**config.mk**
```make
export PLATFORM = sky130hd
export DESIGN_NAME = float_encoder_flat
export DESIGN_NICKNAME = d
export VERILOG_FILES = /design/src/rtl/float_enc_pkg.sv /design/src/rtl/float_encoder_if.sv /design/src/rtl/float_round.sv /design/src/rtl/float_encoder.sv /design/src/flat_wrapper.sv
export SDC_FILE = /design/constraint.sdc
export NUM_CORES = 1
export LEC_CHECK = 0
export ABC_CLOCK_PERIOD_IN_PS = 2200
export CAP_MARGIN = 20
export CORE_AREA = 3 3 64 66
export CTS_BUF_LIST = sky130_fd_sc_hd__clkbuf_8
export DETAILED_ROUTE_END_ITERATION = 8
export DIE_AREA = 0 0 67 69
export GPL_ROUTABILITY_DRIVEN = 0
export PLACE_DENSITY = 0.77
export SLEW_MARGIN = 30
export SYNTH_ARGS = -nofsm -noshare
export SYNTH_HDL_FRONTEND = slang
export SYNTH_SLANG_ARGS = --single-unit
```
**constraint.sdc**
```tcl
create_clock -name clk -period 2.2 [get_ports clk]
set_input_delay 0.44 -clock clk [delete_from_list [all_inputs] [get_ports clk]]
set_output_delay 0.44 -clock clk [all_outputs]
set_load 0.03 [all_outputs]
```
**src/rtl/float_enc_pkg.sv**
```systemverilog
// Shared types and default constants for the linear-to-float encoder.
package float_enc_pkg;

  localparam int unsigned DEF_IN_W  = 12;
  localparam int unsigned DEF_SIG_W = 4;
  localparam int unsigned DEF_EXP_W = 3;

  // Largest exponent, also the starting exponent before normalisation.
  localparam int unsigned E_MAX      = 2**DEF_EXP_W - 1;
  // Bits below the significand, i.e. rounding and sticky bits plus the sign slot.
  localparam int unsigned SHIFT_BASE = DEF_IN_W - DEF_SIG_W;

  typedef enum logic [2:0] {
    StIdle,
    StAbs,
    StNorm,
    StRound,
    StDone
  } state_e;

endpackage

```
**src/rtl/float_encoder_if.sv**
```systemverilog
// Sample-in / float-out handshake bundle for float_encoder.
// master: the side feeding samples and consuming results; slave: the encoder.
interface float_encoder_if #(
  parameter int unsigned IN_W  = 12,
  parameter int unsigned SIG_W = 4,
  parameter int unsigned EXP_W = 3
);

  logic [IN_W-1:0]  D;
  logic             in_valid;
  logic             in_ready;
  logic             S;
  logic [EXP_W-1:0] E;
  logic [SIG_W-1:0] F;
  logic             out_valid;
  logic             out_ready;

  modport master (
    output D, in_valid, out_ready,
    input  in_ready, S, E, F, out_valid
  );

  modport slave (
    input  D, in_valid, out_ready,
    output in_ready, S, E, F, out_valid
  );

endinterface

```
**src/rtl/float_round.sv**
```systemverilog
// Combinational rounding step: rounds the normalised significand and handles
// carry-out into the exponent, saturating at the largest exponent.
// Build option: FLOAT_ENCODER_RNE_EN selects round-half-to-even instead of
// round-half-up.
module float_round #(
  parameter int unsigned SIG_W = 4,
  parameter int unsigned EXP_W = 3
) (
  input  logic [SIG_W-1:0] F0,
  input  logic [EXP_W-1:0] exp,
  input  logic             fifth,
  input  logic             sticky,
  output logic [EXP_W-1:0] E,
  output logic [SIG_W-1:0] F
);

  localparam logic [EXP_W-1:0] EMax = '1;

  logic inc;

`ifdef FLOAT_ENCODER_RNE_EN
  assign inc = fifth & (sticky | F0[0]);
`else
  // Half-up ignores the sticky bit; the top ties it low.
  logic unused_sticky;
  assign unused_sticky = sticky;
  assign inc = fifth;
`endif

  // Denormals (exp == 0) pass through unrounded.
  always_comb begin
    E = exp;
    F = F0;
    if (exp != '0 && inc) begin
      if (&F0) begin
        if (exp == EMax) begin
          E = '1;
          F = '1;
        end else begin
          E = exp + 1'b1;
          F = {1'b1, {(SIG_W-1){1'b0}}};
        end
      end else begin
        F = F0 + 1'b1;
      end
    end
  end

endmodule

```
**src/rtl/float_encoder.sv**
```systemverilog
// Two's-complement linear sample to sign/exponent/significand encoder.
// One sample in flight: capture, magnitude, normalise (one shift per cycle),
// round, then hold the result until the consumer takes it.
// Build option: FLOAT_ENCODER_RNE_EN enables round-half-to-even.
module float_encoder
  import float_enc_pkg::*;
#(
  parameter int unsigned IN_W  = DEF_IN_W,
  parameter int unsigned SIG_W = DEF_SIG_W,
  parameter int unsigned EXP_W = DEF_EXP_W
) (
  input  logic            clk,
  input  logic            rst,
  float_encoder_if.slave  bus
);

  localparam logic [EXP_W-1:0] EMax      = '1;
  localparam int unsigned      ShiftBase = IN_W - SIG_W;

  if (IN_W != SIG_W + 2**EXP_W) begin : g_bad_params
    $error("float_encoder: IN_W must equal SIG_W + 2**EXP_W");
  end

  state_e state_q, state_d;

  logic [IN_W-1:0]  d_q;
  logic [IN_W-2:0]  mag_q, mag_abs;
  logic [EXP_W-1:0] exp_q, round_e;
  logic [SIG_W-1:0] round_f, f0;
  logic [EXP_W-1:0] e_q;
  logic [SIG_W-1:0] f_q;
  logic             s_q, out_valid_q;
  logic             accept, shift, fifth, sticky;
  logic [IN_W-1:0]  d_neg;

  assign bus.in_ready  = (state_q == StIdle) && !rst;
  assign bus.S         = s_q;
  assign bus.E         = e_q;
  assign bus.F         = f_q;
  assign bus.out_valid = out_valid_q;

  assign accept = bus.in_valid && bus.in_ready;
  assign shift  = !mag_q[IN_W-2] && (exp_q != '0);

  // Most-negative input has no positive twin; clamp it to the largest magnitude.
  assign d_neg = ~d_q + 1'b1;
  always_comb begin
    mag_abs = d_q[IN_W-2:0];
    if (d_q[IN_W-1]) begin
      if (d_q[IN_W-2:0] == '0) mag_abs = '1;
      else                     mag_abs = d_neg[IN_W-2:0];
    end
  end

  assign f0    = mag_q[IN_W-2 -: SIG_W];
  assign fifth = mag_q[ShiftBase-2];
`ifdef FLOAT_ENCODER_RNE_EN
  assign sticky = |mag_q[ShiftBase-3:0];
`else
  assign sticky = 1'b0;
`endif

  float_round #(
    .SIG_W (SIG_W),
    .EXP_W (EXP_W)
  ) u_round (
    .F0     (f0),
    .exp    (exp_q),
    .fifth  (fifth),
    .sticky (sticky),
    .E      (round_e),
    .F      (round_f)
  );

  // Next-state decode.
  always_comb begin
    state_d = state_q;
    unique case (state_q)
      StIdle:  if (accept) state_d = StAbs;
      StAbs:   state_d = StNorm;
      StNorm:  if (!shift) state_d = StRound;
      StRound: state_d = StDone;
      StDone:  if (bus.out_ready) state_d = StIdle;
      default: state_d = StIdle;
    endcase
  end

  // State register.
  always_ff @(posedge clk) begin
    if (rst) state_q <= StIdle;
    else     state_q <= state_d;
  end

  // Datapath and output registers, advanced by the current state.
  always_ff @(posedge clk) begin
    if (rst) begin
      d_q         <= '0;
      mag_q       <= '0;
      exp_q       <= '0;
      s_q         <= 1'b0;
      e_q         <= '0;
      f_q         <= '0;
      out_valid_q <= 1'b0;
    end else begin
      unique case (state_q)
        StIdle: if (accept) d_q <= bus.D;
        StAbs: begin
          s_q   <= d_q[IN_W-1];
          mag_q <= mag_abs;
          exp_q <= EMax;
        end
        StNorm: if (shift) begin
          mag_q <= {mag_q[IN_W-3:0], 1'b0};
          exp_q <= exp_q - 1'b1;
        end
        StRound: begin
          e_q         <= round_e;
          f_q         <= round_f;
          out_valid_q <= 1'b1;
        end
        StDone: if (bus.out_ready) out_valid_q <= 1'b0;
        default: ;
      endcase
    end
  end

endmodule

```
**src/flat_wrapper.sv**
```systemverilog
// flat-port wrapper written by rule: the top's interface ports become plain ports
module float_encoder_flat import float_enc_pkg::*;
#(
  parameter int unsigned IN_W  = DEF_IN_W,
  parameter int unsigned SIG_W = DEF_SIG_W,
  parameter int unsigned EXP_W = DEF_EXP_W
)
  (clk, rst, bus_D, bus_in_valid, bus_out_ready, bus_in_ready, bus_S, bus_E, bus_F, bus_out_valid);
  float_encoder_if #(.IN_W(IN_W), .SIG_W(SIG_W), .EXP_W(EXP_W)) bus_i ();
  input  logic clk;
  input  logic rst;
  input wire logic [$bits(bus_i.D)-1:0] bus_D;
  input wire logic [$bits(bus_i.in_valid)-1:0] bus_in_valid;
  input wire logic [$bits(bus_i.out_ready)-1:0] bus_out_ready;
  output wire logic [$bits(bus_i.in_ready)-1:0] bus_in_ready;
  output wire logic [$bits(bus_i.S)-1:0] bus_S;
  output wire logic [$bits(bus_i.E)-1:0] bus_E;
  output wire logic [$bits(bus_i.F)-1:0] bus_F;
  output wire logic [$bits(bus_i.out_valid)-1:0] bus_out_valid;
  assign bus_i.D = bus_D;
  assign bus_i.in_valid = bus_in_valid;
  assign bus_i.out_ready = bus_out_ready;
  assign bus_in_ready = bus_i.in_ready;
  assign bus_S = bus_i.S;
  assign bus_E = bus_i.E;
  assign bus_F = bus_i.F;
  assign bus_out_valid = bus_i.out_valid;
  float_encoder #(.IN_W(IN_W), .SIG_W(SIG_W), .EXP_W(EXP_W)) u_core (.clk(clk), .rst(rst), .bus(bus_i));
endmodule
```
# Word level (Yosys, flattened, before mapping)
# Index checks and enable logic that the tools add are counted.
# totals
reg_bits,38
wordCells,56
in_bits,16
output_inout_bits,10
# op_classes
eq_ne,9
n_mux,18
reduce_logical,16
addsub,4
bitwise,1
# ops
cell,n
$mux W11,3
$mux W3,8
$pmux W11 S2,1
$pmux W3 S5,1
$add A11 B1 Y11 const B,1
$logic_not A11 Y1,1
$not A11 Y11,1
$mux W4,2
$eq A3 B2 Y1 const B,2
$eq A3 B3 Y1 const B,2
$pmux W3 S2,1
$reduce_and A2 Y1,3
$add A4 B1 Y4 const B,1
$logic_and A1 B1 Y1,4
$ne A2 B1 Y1 const B,2
$ne A2 B2 Y1 const B,2
$reduce_and A4 Y1,1
$reduce_bool A2 Y1,2
$add A3 B1 Y3 const B,1
$eq A3 B1 Y1 const B,1
$logic_not A3 Y1,1
$reduce_and A3 Y1,1
$reduce_bool A3 Y1,1
$sub A3 B1 Y3 const B,1
other kinds (3),4

# Longest topological paths before layout
# Gate-level depths: netlist (run 1).
# depth
depth_word,5
depth_mapped,7
ltp_nobuf,6

# By module
# A second synthesis (run 1) with hierarchy kept.
# hier_totals
hier_cells,246
hier_area_um2,2072.0
# by_module_without_submodules
mod,n_inst,seq_area_each_um2,cells_each,area_each_um2
float_encoder,1,760.7,217,1830.5
float_round,1,0.0,29,241.5

# Least setup slack after synthesis (run 1)
# OpenSTA, ideal clock, no wires.
# synth_timing
path_type,input -> register
startpoint,input port rst
endpoint,register u_core.d_q[6]
stages,7
path_buffers,3
setup_slack_ps,281
t_arrival_ps,1832
required_ps,2113
setup_ps,87
cell_sequence,clkbuf_1 > nor4_2 > and2_1 > buf_4 > buf_4 > nand2_1 > o31ai_1
# synth_via
elab_chain_cells,4
# synth_lines
item,line,text
"start, declared",flat_wrapper.sv:11,input logic rst;
$logic_not A1 Y1,float_encoder.sv:36,assign bus.in_ready = (state_q == StIdle) && !rst;
$logic_and A1 B1 Y1,float_encoder.sv:36,
named net bus_in_ready,flat_wrapper.sv:15,output wire logic [$bits(bus_i.in_ready)-1:0] bus_in_ready;
$logic_and A1 B1 Y1,float_encoder.sv:42,assign accept = bus.in_valid && bus.in_ready;
$reduce_and A2 Y1 (no line),n/a,
"end signal, assigned",float_encoder.sv:106,StIdle: if (accept) d_q <= bus.D;
"end, declared",float_encoder.sv:26,logic [IN_W-1:0] d_q;
# The timed path passes the listed nets, and every way through them passes these cells.
# A chain may end at the register's enable or synchronous reset.

# Worst setup path in the final report (run 1)
# layout_timing
startpoint,input port rst
endpoint,output port bus_in_ready
# layout_via
elab_chain_cells,2
# layout_lines
item,line
$logic_not A1 Y1,float_encoder.sv:36
$logic_and A1 B1 Y1,float_encoder.sv:36
"end, declared",flat_wrapper.sv:15
# Every way passes these cells.

==> flow_summary.json, run 1 <==
{
  "outcome": "finished, final reports clean",
  "async_reset_ff_frac": 0,
  "ir_worst_vdd_v": 0.0004098,
  "final_common_cell": "dfxtp_1",
  "ctsHtreeMaxLevel": 2,
  "synth_seq_cells": 38,
  "synth_fp_nets": 256,
  "slew_headroom": 0.6949,
  "insertion_delay_ns": 0.29,
  "slew_viol_final": 0,
  "finClkSkew_ns": 0.006526,
  "drive_above_1_share": 0.1008,
  "cts_resized": 0,
  "grt_overflow": 0,
  "cts_tree": "yes",
  "grt_max_degree": 26,
  "numCtsBuffers": 5,
  "wire_per_inst_um": 14.07,
  "totalWireLength_um": 4305,
  "p_per_area_mw_per_mm2": 816.5,
  "clk_path_buf_depth": 2,
  "min_path_cells": 2,
  "seq_area_um2": 760.7,
  "antenna_found_initial": 0,
  "swShare": 0.3460,
  "p_switching_mw": 0.6648,
  "synth_edf_count": 0,
  "yosysWarnings": 0,
  "grt_pass1_vias": 1651,
  "grt_pass1_wl_um": 7376,
  "finalHoldViolCount": 0,
  "reg2reg_depth": 6,
  "worstSetupPathType": "input pin to primary output",
  "die_w_um": 67,
  "row_count": 22,
  "ys.flop_type": "dfxtp_1",
  "area_delta_synth_final_pct": 18.23,
  "clock-sinks": 38,
  "clk_pin_slew_ns": 0.08,
  "die_y_um": 69,
  "coreArea_mm2": 0.003633,
  "critPathCaptureType": "primary output",
  "ctsHoldBuffers": 0,
  "whs_ns": 0.4524,
  "cts_setup_buffers": 0,
  "nets": 278,
  "finalCritPeriodShare": 0.8047,
  "maxCapViolations": 0,
  "synth.distinct_cells": 50,
  "syn_area_per_cell_um2": 8.471,
  "share_comb_of_total_power": 0.283,
  "drtIter0Drc": 81,
  "ys_seq_area_frac": 0.3821,
  "vias": 1812,
  "required_ns": 1.76,
  "ioPinCount": 26,
  "multi_input_area_mm2": 0.001115,
  "syn-cell-area_mm2": 0.001991,
  "max_freq_mhz": 564.9,
  "grt_usage": 0.2001,
  "p_clk_frac": 0.254,
  "ant_nets": 0,
  "setup_violations": 0,
  "drt_pre_antenna_iters": 4,
  "die_area_mm2": 0.004623,
  "vias_per_cell": 5.922,
  "start_util": 0.5479,
  "place.port_buffers": 25,
  "drc": 0,
  "critPathMaxFanout": 3,
  "diodes": 0,
  "rsz0062_at_grt": "false",
  "setup_tns_ns": 0,
  "hp-class": "flip-flop to flip-flop",
  "clockRootBuffer": "clkbuf_8",
  "internal_power_mw": 1.257,
  "layout_common_cells": "dfxtp_1 (38), nand2_1 (32), clkdlybuf4s50_1 (24)",
  "worstPathArrival_ns": 1.33,
  "post-route-min-period_ns": 1.770,
  "fill_cells": 331,
  "postSynthCellCount": 235,
  "seq_power_share": 0.463,
  "finish.utilization": 0.6477,
  "worstMarginPinSlew_ns": 0.4542,
  "totalPowerFinal_mw": 1.922,
  "dp_hpwl_um": 3130,
  "start_kind": "input pin",
  "leakagePower_nw": 0.8429
}
==> path summary, 6_finish.rpt <==
kind              slack, ns             from               to
hold reg to reg        0.45  u_core.bus.E[1]  u_core.bus.E[1]
setup reg to reg       0.44  u_core.exp_q[0]  u_core.bus.F[0]
setup / recovery       0.43              rst     bus_in_ready
hold / removal         0.45  u_core.bus.E[1]  u_core.bus.E[1]
==> state kept, by name, indices dropped and copies added (netlist names) <==
signal	flops
u_core.mag_q	11
u_core.exp_q	3
u_core.bus.E	3
u_core.d_q	12
u_core.bus.F	4
u_core.state_q	3
u_core.bus.S	1
u_core.bus.out_valid	1
==> power groups by stage <==
stage               Combinational, mW  Sequential [mW]  Clock [mW]
finish                          0.544            0.889       0.488
global route                    0.601            0.905       0.529
CTS                             0.542            0.886       0.496
detailed placement              0.538            0.901           0
global placement                0.522            0.898           0
floorplan                       0.426            0.862           0
==> area by class of cell <==
type / instances / share of cell area
tap: 48 / 0.02552
clock inverter: 2 / 0.003721
inverter: 11 / 0.01754
multi-input combinational: 171 / 0.4737
sequential: 38 / 0.3232
timing repair buffer: 30 / 0.1212
clock buffer: 6 / 0.03509
==> metrics by stage <==
step	worst slack (ns)	area [µm²]	cells
floorplan	0.2811	1991	235
global placement	0.2984	2262	298
detailed placement	0.2452	2262	298
CTS	0.3964	2354	306
global route	0.2703	2354	306
finish	0.4297	2354	306
==> worst max-delay path, stage by stage <==
cell,delay [ns]
clkdlybuf4s50_1,0.44
nor4_2,0.23
buf_4,0.22
==> cells in the mapped netlist, types with 2 or more instances <==
| cell type | n | area share |
|---|---|---|
| a211oi_1 | 5 | 0.019 |
| a21oi_1 | 21 | 0.053 |
| a31o_2 | 2 | 0.0088 |
| a31oi_1 | 4 | 0.013 |
| and2_1 | 3 | 0.0094 |
| and3_1 | 3 | 0.0094 |
| buf_2 | 8 | 0.020 |
| buf_4 | 2 | 0.0075 |
| clkbuf_1 | 5 | 0.0094 |
| dfxtp_1 | 38 | 0.38 |
| ha_1 | 5 | 0.031 |
| inv_1 | 11 | 0.021 |
| mux2i_1 | 2 | 0.010 |
| nand2_1 | 32 | 0.060 |
| nand2b_1 | 3 | 0.0094 |
| nand3_1 | 11 | 0.028 |
| nand4_1 | 5 | 0.016 |
| nor2_1 | 12 | 0.023 |
| nor3_1 | 8 | 0.020 |
| o211ai_1 | 4 | 0.015 |
| o21ai_0 | 3 | 0.0075 |
| o221ai_1 | 7 | 0.031 |
| o31ai_1 | 7 | 0.026 |
| or3b_1 | 2 | 0.0088 |
| xnor2_1 | 5 | 0.022 |
| xor2_1 | 3 | 0.013 |
==> routing by layer <==
layer	vias to the layer above	track usage	routed length [µm]
li1	908	-	-
met1	856	0.2622	1993
met2	40	0.3166	2076
met3	8	0.05863	184
met4	0	0.05405	51
met5	-	0	0
==> kinds of logic (layout without fill, tap and decap cells) <==
| group | count (synthesis) | after routing | share of synthesized area |
|---|---|---|---|
| mux | 2 | 2 | 0.01006 |
| buf+inv | 26 | 49 | 0.05783 |
| xor+xnor | 8 | 8 | 0.03520 |
| flops | 38 | 38 | 0.3821 |
| simple gates | 89 | 89 | 0.2338 |
| compound gates | 67 | 67 | 0.2495 |
| fa+ha+maj | 5 | 5 | 0.03143 |
Power figures use the tool's default switching activity.
==> run 2, diff against run 1 <==
--- a/config.mk
+++ b/config.mk
@@ -5,14 +5,14 @@
 export SDC_FILE = /design/constraint.sdc
 export NUM_CORES = 1
 export LEC_CHECK = 0
-export ABC_CLOCK_PERIOD_IN_PS = 2200
+export ABC_CLOCK_PERIOD_IN_PS = 1550
 export CAP_MARGIN = 20
-export CORE_AREA = 3 3 64 66
+export CORE_AREA = 3 3 67 69
 export CTS_BUF_LIST = sky130_fd_sc_hd__clkbuf_8
 export DETAILED_ROUTE_END_ITERATION = 8
-export DIE_AREA = 0 0 67 69
+export DIE_AREA = 0 0 70 72
 export GPL_ROUTABILITY_DRIVEN = 0
-export PLACE_DENSITY = 0.77
+export PLACE_DENSITY = 0.73
 export SLEW_MARGIN = 30
 export SYNTH_ARGS = -nofsm -noshare
 export SYNTH_HDL_FRONTEND = slang
==> constraint.sdc (replaced) <==
create_clock -name clk -period 1.55 [get_ports clk]
set_input_delay 0.31 -clock clk [delete_from_list [all_inputs] [get_ports clk]]
set_output_delay 0.31 -clock clk [all_outputs]
set_load 0.03 [all_outputs]
==> run 2 against run 1 <==
The run now ends with negative setup slack left. Cell count grew 13%. Critical path depth is the same. Via count grew 8.2%. Highest routed layer unchanged.
==> flow_summary.json, run 2 (synthesis results as in run 1) <==
{
  "clk_path_buf_depth": 2,
  "path_cells": "buf_6 -> nor4_4 -> buf_4",
  "fill_cells": 320,
  "insertion_delay_ns": 0.29,
  "diodes": 0,
  "grt_overflow": 0,
  "die_area_mm2": 0.005040,
  "clockRootBuffer": "clkbuf_8",
  "worstMarginPinSlew_ns": 0.3774,
  "critPathMaxStageDelay_ns": 0.37,
  "dp_hpwl_um": 3301,
  "layout_common_cells": "buf_4 (39), nand2_1 (32), dfxtp_1 (32)",
  "fin_ws_ns": -0.05675,
  "clk_pin_slew_ns": 0.07,
  "finClkSkew_ns": 0.005252,
  "ir_worst_vdd_v": 0.0005877,
  "coreArea_mm2": 0.003971,
  "grt_pass1_wl_um": 8217,
  "critical_path.top_delay_family": "flip-flops",
  "crit_end": "bus_in_ready",
  "final_common_cell": "buf_4",
  "clock-sinks": 38,
  "post-route-min-period_ns": 1.607,
  "vias": 1960,
  "drtIter0Drc": 82,
  "ctsHtreeMaxLevel": 2,
  "grt_pass1_vias": 1887,
  "worstSetupPathType": "flip-flop to primary output",
  "antenna_found_initial": 0,
  "finish.utilization": 0.7070,
  "slew_headroom": 0.7462,
  "cp-startpoint": "u_core.state_q[1]",
  "ctsHoldBuffers": 0,
  "outcome": "finished, violations left",
  "largest_reg_flops": 12,
  "start_util": 0.5013,
  "top_register": "u_core.d_q",
  "finalCritPeriodShare": 1.037,
  "die_y_um": 72,
  "hp-class": "flip-flop to flip-flop",
  "grt_max_degree": 18,
  "vias_per_cell": 5.665,
  "drc": 0,
  "slew_viol_final": 0,
  "place.port_buffers": 25,
  "row_count": 23,
  "setup_violations": 1,
  "nets": 316,
  "start_kind": "flip-flop",
  "rr_endpoint": "u_core.mag_q[8]",
  "rsz0062_at_grt": "true",
  "max_freq_mhz": 622.4,
  "totalPowerFinal_mw": 3.109,
  "numCtsBuffers": 5,
  "p_per_area_mw_per_mm2": 1107,
  "wire_per_inst_um": 14.40,
  "required_ns": 1.24,
  "hold_start": "u_core.bus.E[1]",
  "critPathMaxFanout": 8,
  "worstPathArrival_ns": 1.30,
  "violations": "negative setup slack",
  "worstReg2RegStart": "u_core.d_q[4]",
  "cp_slowest_cell": "dfxtp_4",
  "ioPinCount": 26,
  "area_delta_synth_final_pct": 41.04,
  "r2r_slack_ns": 0.03,
  "worstSetupPathDepth": 3,
  "cp.buffers_inverters": 2,
  "die_w_um": 70,
  "leakagePower_nw": 1.113,
  "maxCapViolations": 0,
  "totalWireLength_um": 4983,
  "drive_above_1_share": 0.2905,
  "ant_nets": 0,
  "reg2reg_depth": 4,
  "cts_tree": "yes",
  "finalHoldViolCount": 0,
  "critPathCaptureType": "primary output",
  "drt_pre_antenna_iters": 4,
  "grt_usage": 0.2033
}
[run 2: cell count changes in the layout (fill, tap and decap cells not counted), sizes merged]
cell,before,now
dlygate4sd2,0,9
buf,6,44
clkdlybuf4s50,24,15
[run 2: worst register-to-register path, delay by kind of cell (launching register included)]
family / cells / cell delay, ns
compound gates: 3 / 0.61
simple gates: 1 / 0.44
flops: 1 / 0.36
[run 2: how the worst min path moves through the flow]
stage | endpoint | slack [ns] | depth (start not counted)
floorplan | u_core.d_q[10] | 0.41 | 2
global placement | u_core.bus.E[0] | 0.44 | 2
detailed placement | u_core.bus.E[1] | 0.44 | 2
CTS | u_core.bus.E[1] | 0.45 | 2
global route | u_core.bus.S | 0.47 | 2
finish | u_core.bus.E[1] | 0.45 | 2
[run 2: area by class of cell]
cell class	count	area [µm²]	share of cell area
multi-input cells	171	1244	0.4430
flip-flops and latches	38	773.2	0.2754
repair buffers	68	595.6	0.2121
clock buffers	6	82.58	0.02941
well taps	50	62.56	0.02228
inverters	11	41.29	0.01471
clock inverters	2	8.758	0.003119
[run 2: metal layers]
metal,wire length [µm],share of wire,track usage,vias up
met4,63,0.013,0.1021,0
met3,209,0.042,0.03878,7
li1,-,-,-,984
met1,2207,0.44,0.2378,921
met2,2503,0.50,0.3568,48
met5,0,0,0,-
[run 2: power by group]
part | total, mW | internal (mW) | switching, mW
sequential | 1.22 | 1.11 | 0.116
clock | 0.689 | 0.352 | 0.337
combinational | 1.20 | 0.589 | 0.609
[run 2: metrics by stage]
step	hold slack, ns	instances	cell area (µm²)	TNS [ns]	setup WS (ns)
after floorplan	0.4090	235	2019	-0.06352	-0.02122
after global placement	0.4407	333	2546	-0.005972	-0.003216
after detailed placement	0.4448	333	2546	-0.03650	-0.009518
after CTS	0.4535	341	2684	-0.05895	-0.05895
after global routing	0.4692	346	2808	-0.1328	-0.1053
final	0.4507	346	2808	-0.05675	-0.05675
[run 2: timing repair]
item | in CTS | in global routing
pin swaps | 4 | 11
endpoints found under the setup margin | 21 | 15
resized for setup | 25 | 18
buffers inserted | 1 | 5
